<file path="src/rtl/vram_arb_pkg.sv">
// Shared constants and types for the VRAM access arbiter.
package vram_arb_pkg;

    localparam logic [1:0] MODE_HBLANK = 2'd0;
    localparam logic [1:0] MODE_VBLANK = 2'd1;
    localparam logic [1:0] MODE_OAM    = 2'd2;
    localparam logic [1:0] MODE_XFER   = 2'd3;

    typedef logic [1:0] req_id_t;

    localparam req_id_t REQ_PPU = 2'd0;
    localparam req_id_t REQ_DMA = 2'd1;
    localparam req_id_t REQ_CPU = 2'd2;
    localparam int      NUM_REQ = 3;

    localparam logic [7:0] OPEN_BUS = 8'hFF;

    typedef enum logic [1:0] {
        ST_IDLE    = 2'd0,
        ST_ISSUE   = 2'd1,
        ST_RD_WAIT = 2'd2,
        ST_RETURN  = 2'd3
    } arb_state_t;

endpackage

</file>
<file path="src/rtl/vram_arb_pick.sv">
// Fixed-priority winner selection with CPU anti-starvation override and mode-3 CPU lockout.
module vram_arb_pick
    import vram_arb_pkg::*;
#(
    parameter int STARVE_MAX = 8
) (
    input  logic               I_CLK,
    input  logic               I_SYNC_RESET_L,
    input  logic [NUM_REQ-1:0] I_REQS,
    input  logic               I_LOCK,
    input  logic               I_BUSY,
    output logic [NUM_REQ-1:0] O_WINNER,
    output logic               O_CPU_BLOCKED
);

    localparam int CNT_W = $clog2(STARVE_MAX + 1);

    logic [CNT_W-1:0] r_starve_cnt;
    logic             w_cpu_starved;

    assign w_cpu_starved = (r_starve_cnt == CNT_W'(STARVE_MAX)) && !I_LOCK;

    always_comb begin
        O_WINNER      = '0;
        O_CPU_BLOCKED = 1'b0;
        if (!I_BUSY) begin
            O_CPU_BLOCKED = I_REQS[REQ_CPU] && I_LOCK;
            if (I_REQS[REQ_CPU] && w_cpu_starved) begin
                O_WINNER[REQ_CPU] = 1'b1;
            end else if (I_REQS[REQ_PPU]) begin
                O_WINNER[REQ_PPU] = 1'b1;
            end else if (I_REQS[REQ_DMA]) begin
                O_WINNER[REQ_DMA] = 1'b1;
            end else if (I_REQS[REQ_CPU] && !I_LOCK) begin
                O_WINNER[REQ_CPU] = 1'b1;
            end
        end
    end

    // Only counts arbitrations the CPU actually lost; a locked CPU is not starving.
    always_ff @(posedge I_CLK) begin
        if (!I_SYNC_RESET_L) begin
            r_starve_cnt <= '0;
        end else if (I_LOCK) begin
            r_starve_cnt <= r_starve_cnt;
        end else if (!I_REQS[REQ_CPU] || O_WINNER[REQ_CPU]) begin
            r_starve_cnt <= '0;
        end else if (|O_WINNER && (r_starve_cnt != CNT_W'(STARVE_MAX))) begin
            r_starve_cnt <= r_starve_cnt + CNT_W'(1);
        end
    end

endmodule

</file>
<file path="src/rtl/vram_access_arbiter.sv">
// Owns the LCD RAM port and serialises PPU, DMA and CPU accesses, one outstanding at a time.
//   state   | meaning
//   IDLE    | arbitrate; a grant latches the winner's request
//   ISSUE   | drive latched address with exactly one strobe for one cycle
//   RD_WAIT | wait out the read latency, capture I_MEM_RDATA for the owner
//   RETURN  | pulse the owner's RVALID
module vram_access_arbiter
    import vram_arb_pkg::*;
#(
    parameter int ADDR_W     = 16,
    parameter int RD_LAT     = 1,
    parameter int STARVE_MAX = 8
) (
    input  logic              I_CLK,
    input  logic              I_SYNC_RESET_L,
    input  logic              I_LCD_EN,
    input  logic [1:0]        I_PPU_MODE,
    input  logic              I_PPU_REQ,
    input  logic [ADDR_W-1:0] I_PPU_ADDR,
    output logic              O_PPU_GNT,
    output logic [7:0]        O_PPU_RDATA,
    output logic              O_PPU_RVALID,
    input  logic              I_DMA_REQ,
    input  logic              I_DMA_WE,
    input  logic [ADDR_W-1:0] I_DMA_ADDR,
    input  logic [7:0]        I_DMA_WDATA,
    output logic              O_DMA_GNT,
    output logic [7:0]        O_DMA_RDATA,
    output logic              O_DMA_RVALID,
    input  logic              I_CPU_REQ,
    input  logic              I_CPU_WE,
    input  logic [ADDR_W-1:0] I_CPU_ADDR,
    input  logic [7:0]        I_CPU_WDATA,
    output logic              O_CPU_GNT,
    output logic [7:0]        O_CPU_RDATA,
    output logic              O_CPU_RVALID,
    output logic              O_CPU_BLOCKED,
    output logic [ADDR_W-1:0] O_MEM_ADDR,
    output logic [7:0]        O_MEM_WDATA,
    output logic              O_MEM_WE_L,
    output logic              O_MEM_RE_L,
    input  logic [7:0]        I_MEM_RDATA
);

    localparam int LAT_W = 2;

    arb_state_t          r_state;
    arb_state_t          w_state_nxt;
    req_id_t             r_owner;
    logic                r_we;
    logic [ADDR_W-1:0]   r_addr;
    logic [7:0]          r_wdata;
    logic [LAT_W-1:0]    r_lat_cnt;
    logic                r_blk_rvalid;
    logic [7:0]          r_ppu_rdata;
    logic [7:0]          r_dma_rdata;
    logic [7:0]          r_cpu_rdata;

    logic [NUM_REQ-1:0]  w_reqs;
    logic [NUM_REQ-1:0]  w_win;
    logic                w_lock;
    logic                w_busy;
    logic                w_cpu_blocked;
    logic                w_blk_read;
    logic                w_capture;
    logic                w_ret;
    req_id_t             w_win_id;
    logic                w_win_we;
    logic [ADDR_W-1:0]   w_win_addr;
    logic [7:0]          w_win_wdata;

    assign w_reqs[REQ_PPU] = I_PPU_REQ;
    assign w_reqs[REQ_DMA] = I_DMA_REQ;
    assign w_reqs[REQ_CPU] = I_CPU_REQ;

    assign w_lock = I_LCD_EN && (I_PPU_MODE == MODE_XFER);
    // Holding reset counts as busy so no grant can leak out while in reset.
    assign w_busy = (r_state != ST_IDLE) || !I_SYNC_RESET_L;

    vram_arb_pick #(
        .STARVE_MAX (STARVE_MAX)
    ) u_pick (
        .I_CLK          (I_CLK),
        .I_SYNC_RESET_L (I_SYNC_RESET_L),
        .I_REQS         (w_reqs),
        .I_LOCK         (w_lock),
        .I_BUSY         (w_busy),
        .O_WINNER       (w_win),
        .O_CPU_BLOCKED  (w_cpu_blocked)
    );

    assign w_blk_read = w_cpu_blocked && !I_CPU_WE;
    assign w_capture  = (r_state == ST_RD_WAIT) && (r_lat_cnt == '0);
    assign w_ret      = (r_state == ST_RETURN);

    always_comb begin
        w_win_id    = REQ_PPU;
        w_win_we    = 1'b0;
        w_win_addr  = I_PPU_ADDR;
        w_win_wdata = '0;
        if (w_win[REQ_DMA]) begin
            w_win_id    = REQ_DMA;
            w_win_we    = I_DMA_WE;
            w_win_addr  = I_DMA_ADDR;
            w_win_wdata = I_DMA_WDATA;
        end else if (w_win[REQ_CPU]) begin
            w_win_id    = REQ_CPU;
            w_win_we    = I_CPU_WE;
            w_win_addr  = I_CPU_ADDR;
            w_win_wdata = I_CPU_WDATA;
        end
    end

    always_comb begin
        w_state_nxt = r_state;
        case (r_state)
            ST_IDLE:    if (|w_win) w_state_nxt = ST_ISSUE;
            ST_ISSUE:   w_state_nxt = r_we ? ST_IDLE : ST_RD_WAIT;
            ST_RD_WAIT: if (r_lat_cnt == '0) w_state_nxt = ST_RETURN;
            ST_RETURN:  w_state_nxt = ST_IDLE;
            default:    w_state_nxt = ST_IDLE;
        endcase
    end

    always_ff @(posedge I_CLK) begin
        if (!I_SYNC_RESET_L) begin
            r_state      <= ST_IDLE;
            r_owner      <= REQ_PPU;
            r_we         <= 1'b0;
            r_addr       <= '0;
            r_wdata      <= '0;
            r_lat_cnt    <= '0;
            r_blk_rvalid <= 1'b0;
            r_ppu_rdata  <= '0;
            r_dma_rdata  <= '0;
            r_cpu_rdata  <= '0;
        end else begin
            r_state      <= w_state_nxt;
            r_blk_rvalid <= w_blk_read;
            if (|w_win) begin
                r_owner <= w_win_id;
                r_we    <= w_win_we;
                r_addr  <= w_win_addr;
                r_wdata <= w_win_wdata;
            end
            if (r_state == ST_ISSUE) begin
                r_lat_cnt <= LAT_W'(RD_LAT - 1);
            end else if ((r_state == ST_RD_WAIT) && (r_lat_cnt != '0)) begin
                r_lat_cnt <= r_lat_cnt - LAT_W'(1);
            end
            if (w_blk_read) begin
                r_cpu_rdata <= OPEN_BUS;
            end else if (w_capture) begin
                if (r_owner == REQ_PPU) begin
                    r_ppu_rdata <= I_MEM_RDATA;
                end else if (r_owner == REQ_DMA) begin
                    r_dma_rdata <= I_MEM_RDATA;
                end else begin
                    r_cpu_rdata <= I_MEM_RDATA;
                end
            end
        end
    end

    assign O_PPU_GNT     = w_win[REQ_PPU];
    assign O_DMA_GNT     = w_win[REQ_DMA];
    assign O_CPU_GNT     = w_win[REQ_CPU] || w_cpu_blocked;
    assign O_CPU_BLOCKED = w_cpu_blocked;

    assign O_PPU_RVALID  = w_ret && (r_owner == REQ_PPU);
    assign O_DMA_RVALID  = w_ret && (r_owner == REQ_DMA);
    assign O_CPU_RVALID  = (w_ret && (r_owner == REQ_CPU)) || r_blk_rvalid;

    assign O_PPU_RDATA   = r_ppu_rdata;
    assign O_DMA_RDATA   = r_dma_rdata;
    assign O_CPU_RDATA   = r_cpu_rdata;

    assign O_MEM_ADDR    = r_addr;
    assign O_MEM_WDATA   = r_wdata;
    assign O_MEM_WE_L    = !((r_state == ST_ISSUE) && r_we);
    assign O_MEM_RE_L    = !((r_state == ST_ISSUE) && !r_we);

endmodule

</file>
<file path="config.mk">
export PLATFORM = sky130hd
export DESIGN_NAME = vram_access_arbiter
export DESIGN_NICKNAME = d
export VERILOG_FILES = /design/src/rtl/vram_arb_pkg.sv /design/src/rtl/vram_arb_pick.sv /design/src/rtl/vram_access_arbiter.sv
export SDC_FILE = /design/constraint.sdc
export NUM_CORES = 1
export LEC_CHECK = 0
export CORE_ASPECT_RATIO = 0.5
export CORE_MARGIN = 2
export CORE_UTILIZATION = 35
export DETAILED_ROUTE_END_ITERATION = 16
export GPL_ROUTABILITY_DRIVEN = 0
export HOLD_SLACK_MARGIN = 0.08
export PLACE_DENSITY = 0.72
export SLEW_MARGIN = 5
export SYNTH_ARGS = -nofsm -noshare
export SYNTH_HDL_FRONTEND = slang
export SYNTH_SLANG_ARGS = --single-unit
</file>
<file path="constraint.sdc">
create_clock -name I_CLK -period 3.7 [get_ports I_CLK]
set_input_delay 0.74 -clock I_CLK [delete_from_list [all_inputs] [get_ports I_CLK]]
set_output_delay 0.74 -clock I_CLK [all_outputs]
set_load 0.03 [all_outputs]
</file>
# After elaboration in Yosys (flattened, before gate mapping)
# Cells that the tools add are included.
[totals]
register_bits = 60
input_bits = 82
output_inout_bits = 57
word_cells = 95
[op_classes]
add_sub_neg = 2
eq_ne = 12
mux = 27
bitwise = 4
n_reduce_logical = 39
[op_table]
columns = ["cell", "n"]
rows = [
  ["2-to-1 mux 8 bit", 6],
  ["2-to-1 mux 16 bit", 2],
  ["logical AND 1 bit", 14],
  ["2-to-1 mux 2 bit", 7],
  ["== test 2 bit (second input constant)", 4],
  ["2-to-1 mux 1 bit", 8],
  ["2-to-1 mux 4 bit", 2],
  ["inequality test 2 bit (second input constant)", 4],
  ["one-hot mux 2 bit (4 select lines)", 1],
  ["nonzero test 2 bit", 4],
  ["zero test 1 bit", 7],
  ["zero test 2 bit", 3],
  ["AND reduction 3 bit", 2],
  ["adder 4 x 1 -> 4 bit (second input constant)", 1],
  ["== test 2 x 1 -> 1 bit (second input constant)", 2],
  ["== test 4 bit (second input constant)", 1],
  ["logical OR 1 bit", 4],
  ["inequality test 4 bit (second input constant)", 1],
  ["NOT 1 bit", 4],
  ["AND reduction 2 bit", 2],
  ["AND reduction 4 bit", 1],
  ["2-to-1 mux 3 bit", 1],
  ["OR reduction 3 bit", 1],
  ["OR reduction 2 bit", 1],
  ["subtractor 2 x 1 -> 2 bit (second input constant)", 1],
]

# Logic depth before layout (Yosys ltp)
# Gate-level depths: netlist of the first run.
[depth]
word_depth = 13
depth_mapped = 10
depth_no_buf = 7

# Modules after synthesis
# From an unflattened synthesis of the first run, not the netlist that was laid out.
[unflattened]
hier_cells = 323
hier_area_um2 = 2867.8
[by_module_without_submodules]
columns = ["module", "instances", "cells_per_inst", "area_per_inst_um2"]
rows = [
  ["vram_access_arbiter", 1, 286, 2586.2],
  ["vram_arb_pick", 1, 37, 281.5],
]

# Least setup slack after synthesis of the first run
# Ideal clock, no wire load.
[synth_path]
path_kind = "input -> output"
from = "in I_SYNC_RESET_L"
to = "out O_DMA_GNT"
arrival_ns = 1.935
slack_ns = 1.025
cell_stages = 4
path_buffers = 2
path_cell_list = "or3b_1 clkbuf_1 a311oi_4 buf_4"
[synth_via]
elab_chain_len = 3
[synth_rtl]
columns = ["item", "line", "rtl"]
rows = [
  ["start, declared", "vram_access_arbiter.sv:15", "input logic I_SYNC_RESET_L,"],
  ["zero test 1 bit", "n/a", ""],
  ["logical OR 1 bit", "vram_access_arbiter.sv:78", "assign w_busy = (r_state != ST_IDLE) || !I_SYNC_RESET_L;"],
  ["2-to-1 mux 3 bit", "vram_arb_pick.sv:26", "if (!I_BUSY) begin"],
  ["end, declared", "vram_access_arbiter.sv:27", "output logic O_DMA_GNT,"],
]
# No other way between the ends.

# Worst setup path after layout of the first run
# Ends and elaborated chain as after synthesis.

==> summary.txt, run 1 <==
Drt
  – Routed WL: 8510 microns
  – Drt wl/cell: 15.4 microns
  – DR vias: 2818
  – Via density: 5.11
  – Post-route ant nets: 0
  – Pre-antenna DRT Iters: 4
  – Drc violations: 0
  – Initial DRC count: 147

Critical path
  – Crit Path Class: input pin to primary output
  – Critical Path End Type: primary output
  – CP max-delay cell: clkdlybuf4s50_1
  – Kind of cell adding the most delay to the critical path: buffers and inverters
  – Worst Path Buf+Inv: 2
  – Flop2flop setup slack: 1.38 ns
  – CP required: 2.96 ns
  – Data arrival, critical path: 2.21 ns
  – Worst path cell trace: clkdlybuf4s50_1, or3b_1, a311oi_4, buf_4
  – Critical Path Source Type: input pin
  – Max incr delay on CP: 0.48 ns
  – Crit-path max FO: 5

Synth
  – Synthesis Warnings: 0
  – Cells after synthesis: 307
  – Syn avg cell area: 8.97 sq um
  – Async set-or-reset flop fraction in the synthesized netlist: 0%
  – Share of the synthesized area in the top cell type: 43.6%
  – Post-synth EDFFs: 0
  – Post-synth top flop: dfxtp_1
  – Mapped Nets: 392
  – Area leader, netlist: dfxtp_1
  – Ranking of synthesized cells by area: dfxtp_1 44%, mux2i_1 9.4%, a21oi_1 5.6%
  – Register area share after synthesis: 43.6%
  – Seq cells post-synth: 60
  – Cell area after synthesis: 0.00276 sq mm
  – Synth cell types: 39

STA
  – Fin. Hold Viols: 0
  – Clock Skew: 0.00515 ns
  – Slew Limit Fails: 0
  – WHS: 0.502 ns
  – Final period util: 79.8%
  – Setup_tns: 0 ns
  – RSZ-0062 raised after global routing: false
  – Slew @ Worst Pin: 0.704 ns
  – Slew margin rel.: 53.0%
  – Post-layout min period: 2.95 ns
  – Final setup viols: 0
  – Fmax: 339 MHz

GRT
  – First-pass GRT wire length: 13600 microns
  – Initial antenna violation count: 0
  – Vias in the first global route: 2744
  – GRT Resource Usage Total: 20.3%
  – Largest net degree at the start of global routing: 54
  – Remaining Overflow, GRT: 0

Status
  – Outcome: finished, final reports clean

Cells and area
  – # fillers: 640
  – Fin nets: 523
  – Layout area overhead: 65.4%
  – Antenna diodes: 0
  – Most frequent cells in the layout: 134 x clkdlybuf4s50_1, 60 x dfxtp_1, 31 x a21oi_1, 26 x mux2i_1, 26 x o21ai_0
  – Post-layout util: 60.9%
  – Commonest non-fill, non-tap cell in the layout: clkdlybuf4s50_1
  – Share of layout cells above drive strength 1: 6.77%

Floorplanning
  – I/O Pins: 139
  – DIE AREA: 0.00864 sq mm
  – Die width: 129 microns
  – Std-Cell Rows: 22
  – Die span in y: 66.7 microns
  – Starting Density: 36.8%
  – Core area: 0.00749 sq mm

Pwr
  – P_leak: 1.74 nW
  – Tot Pwr: 0.00221 W
  – Cell Pwr Density: 485 mW/mm^2
  – VDD IR max: 0.000249 V

Clock network
  – Root Buffer: clkbuf_16
  – # resized after CTS: 0
  – Clock transition at the registers of the reported paths: 0.05 ns
  – Clock Latency Late Sink: 0.33 ns
  – Clk sinks: 60
  – Hold_buf cts: 0
  – Post-CTS Setup Inserts: 0
  – H-tree Lvls: 3
  – CTS Buffer Depth: 2
  – CTS tree: done
  – Num CTS Buffers: 9

Placement
  – HPWL after detailed placement: 6160 microns
  – PortBufs: 138

Flow run
  – Max cap viols: 0

Hold path
  – Worst hold path class: register to register
==> synthesized netlist by cell type (3+ instances only) <==
cell	instances
clkbuf_1	20
and2_1	3
a221oi_1	16
o21ai_1	5
buf_2	3
nor2b_1	21
mux2i_1	26
nand3_1	3
a21oi_1	31
inv_1	5
and3_1	6
nor2_1	8
a21boi_1	10
nand2_1	25
ha_1	3
o21ai_0	26
a22oi_1	9
dfxtp_1	60
==> cells by family after synthesis <==
group	Yosys count	synth area share, %
buffers and inverters	31	4.63
muxes	26	9.45
AOI/OAI and AO/OA	104	24.3
DFF	60	43.6
adders and majority gates	3	1.36
and+or+nand+nor	83	16.7
==> final timing paths <==
kind | from | to | cells past startpoint
worst max-delay path | I_SYNC_RESET_L | O_DMA_GNT | 4
worst min-delay path | u_pick.r_starve_cnt[2] | u_pick.r_starve_cnt[2] | 2
worst max register to register | u_pick.r_starve_cnt[0] | O_MEM_ADDR[13] | 7
worst min register to register | u_pick.r_starve_cnt[2] | u_pick.r_starve_cnt[2] | 2
==> final cells by class <==
type                    count  area, sq um  area share (%)
multi-input cells         216         1430            31.4
inverters                   6         22.5           0.494
well taps                 108          135            2.97
clock inverters             6          113            2.47
repair buffers            145         1420            31.2
flip-flops and latches     60         1200            26.4
clock buffers              10          229            5.02
==> registers in the layout (all words and copies together), names as in the netlist, named ones only <==
name,flops
O_MEM_WDATA,8
r_owner,2
O_PPU_RDATA,8
r_lat_cnt,2
r_we,1
O_CPU_RDATA,8
r_state,1
r_blk_rvalid,1
O_MEM_ADDR,16
u_pick.r_starve_cnt,4
O_DMA_RDATA,8
==> power breakdown <==
group	internal (W)	switching [W]	total (W)	leakage, nW
Sequential	0.000703	0.0000395	0.000743	0.490
Clock	0.000658	0.000288	0.000946	0.167
Combinational	0.000248	0.000275	0.000523	1.08
Total	0.00161	0.000602	0.00221	1.74
==> metal layers <==
metal | up-vias | global-route usage (%) | part of all wire [%] | wire length (microns)
met2 | 93 | 35.3 | 51 | 4320
met1 | 1332 | 23.9 | 42 | 3610
met5 | - | 0 | 0 | 0
met4 | 0 | 8.06 | 1.8 | 156
met3 | 15 | 5.86 | 5.0 | 423
li1 | 1378 | - | - | -
==> stage by stage <==
step | setup slack [ns] | area (sq um) | cells
detailed placement | 0.745 | 4220 | 535
finish | 0.749 | 4560 | 551
global placement | 0.736 | 4220 | 535
global route | 0.674 | 4560 | 551
floorplan | 1.03 | 2760 | 307
CTS | 0.730 | 4560 | 551
==> tightest hold or removal path: cells and delay by family (launching register included) <==
kind            cells  cell delay (ns)
flops               1             0.33
compound gates      1             0.05
simple gates        1             0.07
Note: power is estimated with default switching activity, not from simulation.
==> inputs of run 2 (changes only) <==
Settings changed: PLACE_DENSITY 0.72 to 0.74.
Clock period 3.7 ns to 2.5 ns, I/O delays scaled along.
==> summary.txt, run 2 (same netlist as run 1, synthesis figures left out) <==
Status
  – Outcome: finished, final reports clean

Critical path
  – Critical Path Source Type: input pin
  – Crit-path max FO: 3 (-2)
  – R2r worst-path depth: 7 (unchanged)
  – Stages on the worst setup path: 4 (unchanged)
  – Critical Path End Type: primary output
  – Data arrival, critical path: 1.94 ns (-0.27 ns)
  – R2r startpoint: u_pick.r_starve_cnt[0]
  – CP Capture Point: O_DMA_GNT
  – CP Launch Point: I_SYNC_RESET_L
  – CP required: 2.00 ns (-0.96 ns)
  – Worst Path Buf+Inv: 2 (unchanged)
  – CP max-delay cell: clkdlybuf4s50_1
  – Kind of cell adding the most delay to the critical path: buffers and inverters
  – Flop2flop setup slack: 0.25 ns (-1.13 ns)
  – Max incr delay on CP: 0.48 ns (about the same)
  – Crit Path Class: input pin to primary output
  – R2r endpoint: O_MEM_ADDR[13]
  – Worst path cell trace: clkdlybuf4s50_1, or3b_1, a311oi_4, buf_4

Placement
  – Dpl ws: -0.00205 ns (-0.747 ns)
  – DP Area: 0.00432 sq mm (+2.4%)
  – PortBufs: 138 (unchanged)
  – HPWL after detailed placement: 6110 microns (-0.68%)

Drt
  – DR vias: 2807 (-0.39%)
  – Initial DRC count: 146 (-0.68%)
  – Drt wl/cell: 15.1 microns (-2.1%)
  – Pre-antenna DRT Iters: 4 (unchanged)
  – Via density: 5.00 (-2.2%)
  – Routed WL: 8480 microns (-0.28%)
  – Post-route ant nets: 0 (unchanged)
  – Drc violations: 0 (unchanged)

STA
  – Setup_tns: 0 ns (unchanged)
  – Post-layout min period: 2.44 ns
  – Final setup viols: 0 (unchanged)
  – WHS: 0.499 ns (-0.00322 ns)
  – Clock Skew: 0.00608 ns (+0.000932 ns)
  – Slew @ Worst Pin: 0.704 ns (-0.000235 ns)
  – RSZ-0062 raised after global routing: false
  – Fmax: 410 MHz
  – Slew Limit Fails: 0 (unchanged)
  – Fin. Hold Viols: 0 (unchanged)
  – Final period util: 97.4%
  – Final setup margin: 0.0639 ns (-0.685 ns)
  – Slew margin rel.: 53.0% (about the same)

Cells and area
  – Fin nets: 533 (+1.9%)
  – Post-route cell area: 0.00465 sq mm (+2.0%)
  – Layout area overhead: 68.7%
  – Most frequent cells in the layout: 134 x clkdlybuf4s50_1, 59 x dfxtp_1, 31 x a21oi_1, 26 x mux2i_1, 26 x o21ai_0
  – Share of layout cells above drive strength 1: 9.49% (+2.7 points)
  – Antenna diodes: 0 (unchanged)
  – # fillers: 653 (+2.0%)
  – Largest register FFs: 16 (unchanged)
  – Commonest non-fill, non-tap cell in the layout: clkdlybuf4s50_1

Clock network
  – # resized after CTS: 0 (unchanged)
  – Num CTS Buffers: 9 (unchanged)
  – Hold_buf cts: 0 (unchanged)
  – H-tree Lvls: 3 (unchanged)
  – Clock transition at the registers of the reported paths: 0.05 ns (about the same)
  – Clk sinks: 60 (unchanged)
  – Clock Latency Late Sink: 0.32 ns (about the same)
  – CTS Buffer Depth: 2 (unchanged)
  – Root Buffer: clkbuf_16
  – Post-CTS Setup Inserts: 0 (unchanged)
  – CTS tree: done

GRT
  – First-pass GRT wire length: 13100 microns (-3.3%)
  – Largest net degree at the start of global routing: 49 (-9.3%)
  – Initial antenna violation count: 0 (unchanged)
  – Remaining Overflow, GRT: 0 (unchanged)
  – Vias in the first global route: 2567 (-6.5%)
  – GRT Resource Usage Total: 19.7% (-0.57 points)

Pwr
  – Pint: 0.00233 W (+45%)
  – Switching share of power: 27.8% (+0.60 points)
  – Clock power share: 41.1% (-1.7 points)
  – VDD IR max: 0.000364 V (+46%)
  – Switch Pwr: 0.000900 W (+49%)
  – Part of the power in combinational logic: 25.2% (+1.6 points)
  – Tot Pwr: 0.00323 W (+46%)
  – Cell Pwr Density: 696 mW/mm^2 (+43%)
  – P_leak: 1.80 nW (+3.4%)
  – Sequential power share: 33.7% (about the same)

Hold path
  – Worst hold path class: register to register

Floorplanning
  – Die width: 129 microns (unchanged)
  – I/O Pins: 139 (unchanged)
  – DIE AREA: 0.00864 sq mm (unchanged)
  – Starting Density: 36.8% (unchanged)
  – Core area: 0.00749 sq mm (unchanged)
  – Std-Cell Rows: 22 (unchanged)
  – Die span in y: 66.7 microns (unchanged)

Flow run
  – Max cap viols: 0 (unchanged)
## run 2: cell count changes in the layout (fill, tap and decap cells not counted), sizes merged
cell    previous run  this run
clkinv             3         4
bufinv             3         2
buf               11        21
## run 2: worst reg2reg max path, delay by kind of cell, from the launching register on
family                   cells  cell delay (ns)
AND/OR/NAND/NOR              3             0.93
AO/OA/AOI/OAI                2             0.52
flip-flops                   1             0.38
adder cells (fa/ha/maj)      1             0.21
buffers and inverters        1             0.08
## run 2: worst min path at each step
stage                                      start                     end  slack, ns  cells after the start
final                     u_pick.r_starve_cnt[3]  u_pick.r_starve_cnt[3]       0.50                      2
after global routing      u_pick.r_starve_cnt[2]  u_pick.r_starve_cnt[2]       0.53                      2
after CTS                 u_pick.r_starve_cnt[2]  u_pick.r_starve_cnt[2]       0.50                      2
after detailed placement  u_pick.r_starve_cnt[2]  u_pick.r_starve_cnt[2]       0.49                      2
after global placement    u_pick.r_starve_cnt[2]  u_pick.r_starve_cnt[2]       0.48                      2
after floorplan           u_pick.r_starve_cnt[2]  u_pick.r_starve_cnt[2]       0.46                      2
## run 2: power by group through the flow
stage	Sequential, W	Combinational, W	Clock (W)
2_1_floorplan	0.00124	0.000276	0
3_3_place_gp	0.00111	0.000807	0
3_5_place_dp	0.00111	0.000813	0
4_1_cts	0.00109	0.000818	0.00136
5_1_grt	0.00110	0.000871	0.00139
6_report	0.00109	0.000815	0.00133
## run 2: area by class of cell
class / count / area, sq um / area share [%]
clock buffer: 10 / 239 / 5.14
clock inverter: 6 / 87.6 / 1.88
inverter: 6 / 22.5 / 0.485
multi-input combinational: 216 / 1440 / 30.9
sequential: 60 / 1200 / 25.9
tap: 108 / 135 / 2.91
timing repair buffer: 155 / 1520 / 32.8
## run 2: layer usage
layer  vias to the layer above  GRT usage [%]  part of all wire [%]
met5                         -              0                     0
met4                         0           6.45                  0.92
met1                      1318           26.3                    47
met3                         8           4.74                   5.3
met2                        83           31.6                    47
li1                       1398              -                     -
## run 2: stage by stage
step	cells	utilization, %
after floorplan	307	-
after global placement	545	57.6
after detailed placement	545	57.6
after CTS	561	62.0
after global routing	561	62.1
final	561	62.1
